<file path="config.mk">
export PLATFORM = sky130hd
export DESIGN_NAME = cbus_clint
export DESIGN_NICKNAME = d
export VERILOG_FILES = /design/src/rtl/cbus_clint_pkg.sv /design/src/rtl/cbus_clint_regs.sv /design/src/rtl/cbus_clint.sv
export SDC_FILE = /design/constraint.sdc
export NUM_CORES = 1
export LEC_CHECK = 0
export BUFFER_PORTS_ARGS = -buffer_cell sky130_fd_sc_hd__buf_2
export CORE_MARGIN = 1
export CORE_UTILIZATION = 45
export DETAILED_ROUTE_END_ITERATION = 16
export GPL_TIMING_DRIVEN = 0
export PLACE_DENSITY = 0.68
export SLEW_MARGIN = 25
export SYNTH_ARGS = -nofsm -noshare
export SYNTH_HDL_FRONTEND = slang
export SYNTH_SLANG_ARGS = --single-unit
</file>
<file path="constraint.sdc">
create_clock -name clk -period 4 [get_ports clk]
set_clock_uncertainty 0.2 [all_clocks]
set_input_delay 0.4 -clock clk [delete_from_list [all_inputs] [get_ports clk]]
set_output_delay 0.4 -clock clk [all_outputs]
set_load 0.05 [all_outputs]
</file>
<file path="src/rtl/cbus_clint_pkg.sv">
// Shared CBus types plus CLINT register-map constants and the FSM state enum.
package cbus_clint_pkg;

  typedef struct packed {
    logic        valid;
    logic        is_write;
    logic [2:0]  size;
    logic [31:0] addr;
    logic [7:0]  strobe;
    logic [63:0] data;
    logic [7:0]  len;
    logic [1:0]  burst;
  } cbus_req_t;

  typedef struct packed {
    logic        ready;
    logic        last;
    logic [63:0] data;
  } cbus_resp_t;

  localparam logic [31:0] CLINT_BASE_DEF = 32'h0200_0000;
  localparam logic [31:0] CLINT_SIZE_DEF = 32'h0001_0000;

  localparam logic [15:0] MSIP_OFF     = 16'h0000;
  localparam logic [15:0] MTIMECMP_OFF = 16'h4000;
  localparam logic [15:0] MTIME_OFF    = 16'hBFF8;

  typedef enum logic [1:0] {
    IDLE  = 2'd0,
    PASS  = 2'd1,
    LOCAL = 2'd2
  } clint_state_t;

  function automatic logic [63:0] strobe_merge(input logic [63:0] old_v,
                                               input logic [63:0] new_v,
                                               input logic [7:0]  strb);
    logic [63:0] r;
    r = old_v;
    for (int i = 0; i < 8; i++) begin
      if (strb[i]) r[8*i +: 8] = new_v[8*i +: 8];
    end
    return r;
  endfunction

endpackage

</file>
<file path="src/rtl/cbus_clint_regs.sv">
// CLINT register file: mtime with tick divider, mtimecmp, msip, read mux and
// registered timer/software interrupt outputs.
module clint_regs
  import cbus_clint_pkg::*;
#(
  parameter int unsigned TICK_DIV = 1
) (
  input  logic        clk,
  input  logic        reset,
  input  logic        we_i,
  input  logic [12:0] word_i,
  input  logic [7:0]  strobe_i,
  input  logic [63:0] wdata_i,
  output logic [63:0] rdata_o,
  output logic        trint_o,
  output logic        swint_o
);

  localparam logic [31:0] TICK_MAX = 32'(TICK_DIV - 1);

  logic [31:0] tick_q, tick_d;
  logic [63:0] mtime_q, mtime_d;
  logic [63:0] mtimecmp_q, mtimecmp_d;
  logic        msip_q, msip_d;
  logic        trint_q, swint_q;
  logic        sel_msip, sel_cmp, sel_mtime, tick;

  assign sel_msip  = (word_i == MSIP_OFF[15:3]);
  assign sel_cmp   = (word_i == MTIMECMP_OFF[15:3]);
  assign sel_mtime = (word_i == MTIME_OFF[15:3]);
  assign tick      = (tick_q == TICK_MAX);

  // A software write to mtime overrides the increment; the divider keeps running.
  always_comb begin
    tick_d     = tick ? 32'd0 : tick_q + 32'd1;
    mtime_d    = tick ? mtime_q + 64'd1 : mtime_q;
    mtimecmp_d = mtimecmp_q;
    msip_d     = msip_q;
    if (we_i) begin
      if (sel_mtime) mtime_d = strobe_merge(mtime_q, wdata_i, strobe_i);
      if (sel_cmp) mtimecmp_d = strobe_merge(mtimecmp_q, wdata_i, strobe_i);
      if (sel_msip && strobe_i[0]) msip_d = wdata_i[0];
    end
  end

  always_comb begin
    rdata_o = 64'd0;
    if (sel_msip)       rdata_o = {63'd0, msip_q};
    else if (sel_cmp)   rdata_o = mtimecmp_q;
    else if (sel_mtime) rdata_o = mtime_q;
  end

  always_ff @(posedge clk or negedge reset) begin
    if (!reset) begin
      tick_q     <= 32'd0;
      mtime_q    <= 64'd0;
      mtimecmp_q <= '1;
      msip_q     <= 1'b0;
      trint_q    <= 1'b0;
      swint_q    <= 1'b0;
    end else begin
      tick_q     <= tick_d;
      mtime_q    <= mtime_d;
      mtimecmp_q <= mtimecmp_d;
      msip_q     <= msip_d;
      trint_q    <= (mtime_q >= mtimecmp_q);
      swint_q    <= msip_q;
    end
  end

  assign trint_o = trint_q;
  assign swint_o = swint_q;

endmodule

</file>
<file path="src/rtl/cbus_clint.sv">
// CBus routing stage: serves the CLINT window locally, forwards everything
// else to memory unchanged, and drives the core's interrupt lines.
module cbus_clint
  import cbus_clint_pkg::*;
#(
  parameter logic [31:0] CLINT_BASE = CLINT_BASE_DEF,
  parameter logic [31:0] CLINT_SIZE = CLINT_SIZE_DEF,
  parameter int unsigned TICK_DIV   = 1
) (
  input  logic         clk,
  input  logic         reset,
  input  cbus_req_t    ireq,
  output cbus_resp_t   iresp,
  output cbus_req_t    oreq,
  input  cbus_resp_t   oresp,
  input  logic         exint_in,
  output logic         trint,
  output logic         swint,
  output logic         exint,
  output clint_state_t state_o
);

  // Handshake: a request is held with valid=1 until the beat with last=1 is
  // returned; each cycle with ready=1 completes exactly one beat.
  clint_state_t state_q, state_d;
  logic [7:0]   beat_q, beat_d;
  logic         exint_q;
  logic         in_region, last_beat, reg_we;
  logic [63:0]  rdata;

  assign in_region = ((ireq.addr & ~(CLINT_SIZE - 32'd1)) == CLINT_BASE);
  assign last_beat = (beat_q == ireq.len);
  assign reg_we    = (state_q == LOCAL) && ireq.valid && ireq.is_write;

  always_ff @(posedge clk or negedge reset) begin
    if (!reset) begin
      state_q <= IDLE;
      beat_q  <= 8'd0;
      exint_q <= 1'b0;
    end else begin
      state_q <= state_d;
      beat_q  <= beat_d;
      exint_q <= exint_in;
    end
  end

  always_comb begin
    state_d = state_q;
    beat_d  = beat_q;
    case (state_q)
      IDLE: begin
        beat_d = 8'd0;
        if (ireq.valid) state_d = in_region ? LOCAL : PASS;
      end
      PASS: begin
        if (oresp.ready && oresp.last) state_d = IDLE;
      end
      LOCAL: begin
        if (!ireq.valid || last_beat) state_d = IDLE;
        else beat_d = beat_q + 8'd1;
      end
      default: state_d = IDLE;
    endcase
  end

  always_comb begin
    oreq  = '0;
    iresp = '0;
    case (state_q)
      PASS: begin
        oreq  = ireq;
        iresp = oresp;
      end
      LOCAL: begin
        iresp.ready = 1'b1;
        iresp.last  = last_beat;
        iresp.data  = rdata;
      end
      default: ;
    endcase
  end

  clint_regs #(
    .TICK_DIV(TICK_DIV)
  ) u_regs (
    .clk     (clk),
    .reset   (reset),
    .we_i    (reg_we),
    .word_i  (ireq.addr[15:3]),
    .strobe_i(ireq.strobe),
    .wdata_i (ireq.data),
    .rdata_o (rdata),
    .trint_o (trint),
    .swint_o (swint)
  );

  assign exint   = exint_q;
  assign state_o = state_q;

endmodule

</file>
==> qor.yml, run 1 <==
hold_path:
  worstHoldPathCells: 2
  hold_path_class: "in2reg"
  worstHoldStart: "ireq[40]"
  hold_path_end: "u_regs.mtime_q[30]$_DFFE_PN0P_"
timing:
  fin_crit_ns: 3.986
  slew_viol_final: 0
  rsz0062_at_grt: "false"
  setup_tns_ns: 0
  setup_viol: 0
  holdWs_ns: 0.01320
  worst_pin_slew_ns: 1.050
  max-slew-margin-rel_pct: 30.00
  post-route-period-util_pct: 99.65
  fmax_mhz: 250.9
  hold_violations: 0
yosys:
  yosys_warnings: 0
  synth.ff_latch_count: 174
  synth_area_leaders: "dfrtp_1 21%, dfstp_2 13%, and2_1 9.4%"
  syn_area_mm2: 0.01313
  synth_cell_types: 78
  ys_seq_area_share_pct: 33.77
  synth-async-reset-ratio_pct: 100.0
  netlist_top_cells_count: "197 x and2_1, 144 x nand2_1, 110 x dfrtp_1"
  synth_area_leader_cell: "dfrtp_1"
  ys.flop_type: "dfrtp_1"
  synth_fp_nets: 1766
  yosysTopAreaCellShare_pct: 20.96
  yosysMostFrequentCell: "and2_1"
  avgSynthCellArea_um2: 8.713
  netlist_instances: 1507
  synth-edff-count: 0
global_route:
  grt_usage_pct: 35.59
  grt_pass1_vias: 13263
  grt_max_degree: 89
  grt_pass1_wl_um: 80040
  grt_antenna_before_repair: 4
  overflow: 0
clock_network:
  ctsRootBufferMaster: "clkbuf_16"
  clkLatencyLatePin_ns: 0.44
  cts_tree: "yes"
  cts.clk_slew.worst_paths_ns: 0.08
  htree_levels: 4
  cts_inserted_buffers: 17
  cts_num_sinks: 174
  clock_path_buffers: 2
floorplanning:
  ios: 378
  coreArea_mm2: 0.02870
  rows: 62
  initial_core_util_pct: 45.75
  die_area_mm2: 0.02987
  die_x_um: 172.8
  die_h_um: 172.8
cells_and_area:
  final_cells: 2305
  design_area_mm2: 0.01620
  layout.nets: 2165
  n_fill_cell: 2697
  syn2layout_area_growth_pct: 23.37
  drive_above_1_share_pct: 31.84
route:
  wl_per_cell_um: 23.53
  first_pass_iters: 9
  vias: 14083
  viasPerCell: 6.110
  wirelength_um: 54240
  drtIter0Drc: 1485
  drc_errors: 0
  antenna_left: 0
power_and_ir_drop:
  finalPower_mw: 6.893
  p_leak_nw: 7.433
  powerDensity_mw_per_mm2: 425.5
  peakVddDrop_uv: 341.6
critical_path:
  cp_common_cell: "buf_2"
  r2r_cells: 7
  end_kind: "output pin"
  rrSetupSlack_ns: 0.54
  r2r-end: "u_regs.mtimecmp_q[10]$_DFFE_PN1P_"
  crit_start: "ireq[90]"
  required_ns: 3.40
  critPathArrivalTime_ns: 3.39
  path_cells: "buf_2, nor4_1, nand3_1, nor2_2, buf_2, a22oi_1, o21ai_0, and2_1, buf_2"
  crit_buf_inv: 3
  critical-path-top-delay-family: "simple AND/OR/NAND/NOR gates"
  crit_path_top_delay_cell: "nor2_2"
  crit_fanout: 10
  path_class: "in2out"
  r2r_start: "state_o[0]$_DFFE_PN0P_"
  cp.depth: 9
  max_stage_delay_ns: 0.58
  critPathLaunchType: "primary input"
place:
  port_buffers: 375
  place_inst: 2268
  post_dp_cell_area_mm2: 0.01556
  routabilityCongestion: 0.9727
  dp_hpwl_um: 41040
flow_run:
  cap_violations: 0
status:
  status: "finished clean"
worst reg2reg max path, cell delays in order, from the launching register on:
cell	delay, ns
dfrtp_1	0.43
inv_1	0.10
ha_1	0.14
buf_2	0.21
nand3_1	0.57
nor3_4	0.87
nand2_1	0.47
mux2_2	0.40
power breakdown:
part / leakage, nW / switching, mW / total, mW / internal [mW]
clock network: 0.283 / 0.820 / 1.72 / 0.904
logic: 5.09 / 2.67 / 3.40 / 0.724
registers: 2.06 / 0.00629 / 1.77 / 1.77
area by class of cell:
| type | count | area (um2) | area share [%] |
|---|---|---|---|
| inverters | 83 | 311.5 | 1.923 |
| plain buffers | 76 | 345.3 | 2.132 |
| multi-input cells | 1174 | 8066 | 49.80 |
| clock buffers | 19 | 442.9 | 2.734 |
| well taps | 384 | 480.5 | 2.966 |
| clock inverters | 13 | 142.6 | 0.8806 |
| flip-flops and latches | 174 | 4434 | 27.38 |
| repair buffers | 380 | 1969 | 12.16 |
| diodes | 2 | 5.005 | 0.03090 |
flip-flops by register name (all words and copies together) (netlist names):
signal and cells:
beat_q 8, exint 1, state_o 2, u_regs.msip_q 1, u_regs.mtime_q 64, u_regs.mtimecmp_q 64
u_regs.swint_o 1, u_regs.tick_q 32, u_regs.trint_o 1
stage by stage:
| step | setup slack (ns) | utilization [%] |
|---|---|---|
| 5_1_grt | 0.004744 | 56.43 |
| 2_1_floorplan | 1.252 | - |
| 4_1_cts | 0.08511 | 56.41 |
| 3_3_place_gp | -0.5529 | 53.96 |
| 3_5_place_dp | -0.3484 | 54.21 |
| 6_report | 0.01405 | 56.43 |
kinds of logic after synthesis:
group | count (synthesis) | share of synthesized area, %
and+or+nand+nor | 666 | 28.91
DFF | 174 | 33.77
adders and majority gates | 71 | 6.766
buffers and inverters | 159 | 4.898
AOI/OAI and AO/OA | 320 | 16.53
muxes | 70 | 5.984
xor gates and xnor gates | 47 | 3.135
routing by layer:
| metal | wire, um | global-route usage (%) | part of all wire (%) | vias to the layer above |
|---|---|---|---|---|
| li1 | - | - | - | 6272 |
| met1 | 21650 | 45.17 | 40 | 6800 |
| met2 | 24540 | 56.75 | 45 | 847 |
| met3 | 5029 | 7.498 | 9.3 | 162 |
| met4 | 3006 | 19.28 | 5.5 | 2 |
| met5 | 13 | 0 | 0.024 | - |
worst max-delay path by stage:
stage	endpoint	slack, ns
2_1_floorplan	iresp[11]	1.25
3_3_place_gp	u_regs.mtime_q[12]$_DFFE_PN0P_	-0.55
3_5_place_dp	iresp[60]	-0.35
4_1_cts	iresp[23]	0.09
5_1_grt	iresp[2]	0.005
6_report	iresp[60]	0.01
cell usage in the layout (no fill, tap or decap), types with 13 or more instances in the layout:
cell       instances
buf_2            390
and2_1           197
nand2_1          144
dfrtp_1          110
o21ai_0           89
inv_1             83
nor2_1            73
ha_1              71
a22oi_1           65
dfstp_2           64
mux2_2            63
nand3_1           53
a21oi_1           52
nand4_1           49
clkbuf_1          47
xnor2_1           36
nor3_1            32
and3_1            25
and4_1            21
clkbuf_16         17
nor4_1            13
timing repair:
item / 4_1_cts / 5_1_grt
hold endpoints to repair: 45 / 0
resized for setup: 7 / 2
hold buffers: 2 / 0
endpoints found under the setup margin: 42 / 2
setup buffers: 1 / 0
pin swaps: 1 / 0
Note: power is estimated with default switching activity, not from simulation.
==> inputs of run 2 (changes only) <==
--- a/config.mk
+++ b/config.mk
@@ -11,6 +11,7 @@
 export DETAILED_ROUTE_END_ITERATION = 16
 export GPL_TIMING_DRIVEN = 0
 export PLACE_DENSITY = 0.68
+export RECOVER_POWER = 25
 export SLEW_MARGIN = 25
 export SYNTH_ARGS = -nofsm -noshare
 export SYNTH_HDL_FRONTEND = slang
==> run 2 against run 1 <==
The flow now finishes with violations (capacitance limit, slew limit). Cell count about the same. Global-route usage is the same. Hold slack lost 0.0073 ns. Critical path depth unchanged. First-iteration DRC count grew 3.2%. Worst setup slack improved by 0.00061 ns. Critical path type unchanged.
==> qor.yml, run 2 (same netlist as run 1, synthesis figures left out) <==
critical_path:
  end_kind: "output pin"  # unchanged
  critPathLaunchType: "primary input"  # unchanged
  required_ns: 3.40  # about the same
  critPathArrivalTime_ns: 3.39  # about the same
  rrSetupSlack_ns: 0.53  # was 0.54 ns
  crit_fanout: 10  # unchanged
  path_class: "in2out"  # unchanged
timing:
  rsz0062_at_grt: "false"  # unchanged
  fin_crit_ns: 3.985  # was 3.986 ns
  worst_pin_slew_ns: 2.281  # was 1.050 ns
  max-slew-margin-rel_pct: -52.08  # was 30.00%
  fmax_mhz: 250.9  # about the same
  hold_violations: 0  # unchanged
  post-route-period-util_pct: 99.63  # was 99.65%
  slew_viol_final: 88  # was 0
  setup_viol: 0  # unchanged
power_and_ir_drop:
  peakVddDrop_uv: 350.1  # was 341.6 uV
  powerDensity_mw_per_mm2: 426.9  # was 425.5 mW/mm2
  p_leak_nw: 7.406  # was 7.433 nW
  finalPower_mw: 6.894  # was 6.893 mW
route:
  wl_per_cell_um: 23.59  # was 23.53 um
  drtIter0Drc: 1533  # was 1485
  vias: 14006  # was 14083
  first_pass_iters: 7  # was 9
  drc_errors: 0  # unchanged
  viasPerCell: 6.079  # was 6.110
  antenna_left: 0  # unchanged
  wirelength_um: 54350  # was 54240 um
global_route:
  overflow: 0  # unchanged
  grt_pass1_wl_um: 80040  # unchanged
  grt_usage_pct: 35.59  # unchanged
  grt_pass1_vias: 13263  # unchanged
  grt_max_degree: 89  # unchanged
  grt_antenna_before_repair: 4  # unchanged
place:
  dp_hpwl_um: 41040  # unchanged
  routabilityCongestion: 0.9727  # unchanged
  port_buffers: 375  # unchanged
  place_inst: 2268  # unchanged
clock_network:
  cts_tree: "yes"  # unchanged
  ctsRootBufferMaster: "clkbuf_16"  # unchanged
  clkLatencyLatePin_ns: 0.45  # was 0.44 ns
  cts.clk_slew.worst_paths_ns: 0.08  # about the same
  clock_path_buffers: 2  # unchanged
  cts_inserted_buffers: 17  # unchanged
  htree_levels: 4  # unchanged
  cts_num_sinks: 174  # unchanged
cells_and_area:
  multiInputGateArea_mm2: 0.008066  # unchanged
  final_cell_mix: "387 x buf_2, 197 x and2_1, 144 x nand2_1"  # was 390 x buf_2, 197 x and2_1, 144 x nand2_1
  layout.nets: 2165  # unchanged
  drive_above_1_share_pct: 31.63  # was 31.84%
  final_cells: 2304  # was 2305
  reg_top3: "u_regs.mtime_q (64), u_regs.mtimecmp_q (64), u_regs.tick_q (32)"  # unchanged
  seq_area_mm2: 0.004434  # unchanged
  n_fill_cell: 2703  # was 2697
  syn2layout_area_growth_pct: 22.98  # was 23.37%
  layout_commonest_cell: "buf_2"  # unchanged
status:
  status: "complete, but fails checks"  # was finished clean
  failed_checks: "capacitance limit, slew limit"
hold_path:
  hold_path_class: "in2reg"  # unchanged
floorplanning:
  coreArea_mm2: 0.02870  # unchanged
  ios: 378  # unchanged
  rows: 62  # unchanged
  initial_core_util_pct: 45.75  # unchanged
  die_area_mm2: 0.02987  # unchanged
  die_h_um: 172.8  # unchanged
  die_x_um: 172.8  # unchanged
flow_run:
  cap_violations: 1  # was 0
run 2: critical path, stage by stage:
cell and delay, ns:
buf_2 0.12, nor4_1 0.38, nand3_1 0.36, nor2_2 0.59, buf_2 0.52, a22oi_1 0.15, o21ai_0 0.40, and2_1 0.19
buf_2 0.27
run 2: power by group:
group	internal (mW)	switching (mW)
clock	0.904	0.829
sequential	1.77	0.00651
combinational	0.719	2.67
run 2: repair_timing:
| item | 4_1_cts | 5_1_grt |
|---|---|---|
| pin swaps | 1 | 0 |
| endpoints found under the setup margin | 42 | 2 |
| hold buffers | 2 | 0 |
| hold endpoints to repair | 45 | 0 |
| setup buffers | 1 | 0 |
| cloned | 0 | 0 |
| resized for setup | 7 | 2 |
run 2: metal layers:
layer / up-vias / track usage [%] / wire length, um
met5: - / 0 / 13
met4: 2 / 19.28 / 2850
met3: 148 / 7.498 / 5119
met2: 842 / 56.75 / 24750
met1: 6749 / 45.17 / 21620
li1: 6265 / - / -
run 2: layout make-up:
cell class                 count  share of cell area, %
antenna                        1                0.01550
buffer                        76                  2.139
clock buffer                  19                  2.743
clock inverter                13                 0.8833
inverter                      83                  1.929
multi-input combinational   1174                  49.95
sequential                   174                  27.46
tap                          384                  2.975
timing repair buffer         380                  11.90
run 2: worst paths after layout:
path,from,to,depth (start not counted)
max,ireq[90],iresp[60],9
max in group asynchronous,reset,u_regs.mtime_q[8]$_DFFE_PN0P_,4
min reg2reg,u_regs.msip_q$_DFFE_PN0P_,u_regs.swint_o$_DFF_PN0_,0
min,ireq[40],u_regs.mtime_q[30]$_DFFE_PN0P_,2
min in group asynchronous,reset,u_regs.trint_o$_DFF_PN0_,3
max reg2reg,state_o[0]$_DFFE_PN0P_,u_regs.mtime_q[50]$_DFFE_PN0P_,10
run 2: stage by stage:
step | TNS, ns | utilization [%] | hold slack, ns | worst slack (ns) | area, um2
after floorplan | 0 | - | -0.09559 | 1.252 | 13130
after global placement | -62.61 | 53.96 | 0.1999 | -0.5529 | 15490
after detailed placement | -5.044 | 54.21 | 0.2068 | -0.3484 | 15560
after CTS | 0 | 56.41 | 0.006842 | 0.08511 | 16190
after global routing | 0 | 56.26 | 0.01843 | 0.004744 | 16150
final | 0 | 56.26 | 0.005851 | 0.01466 | 16150
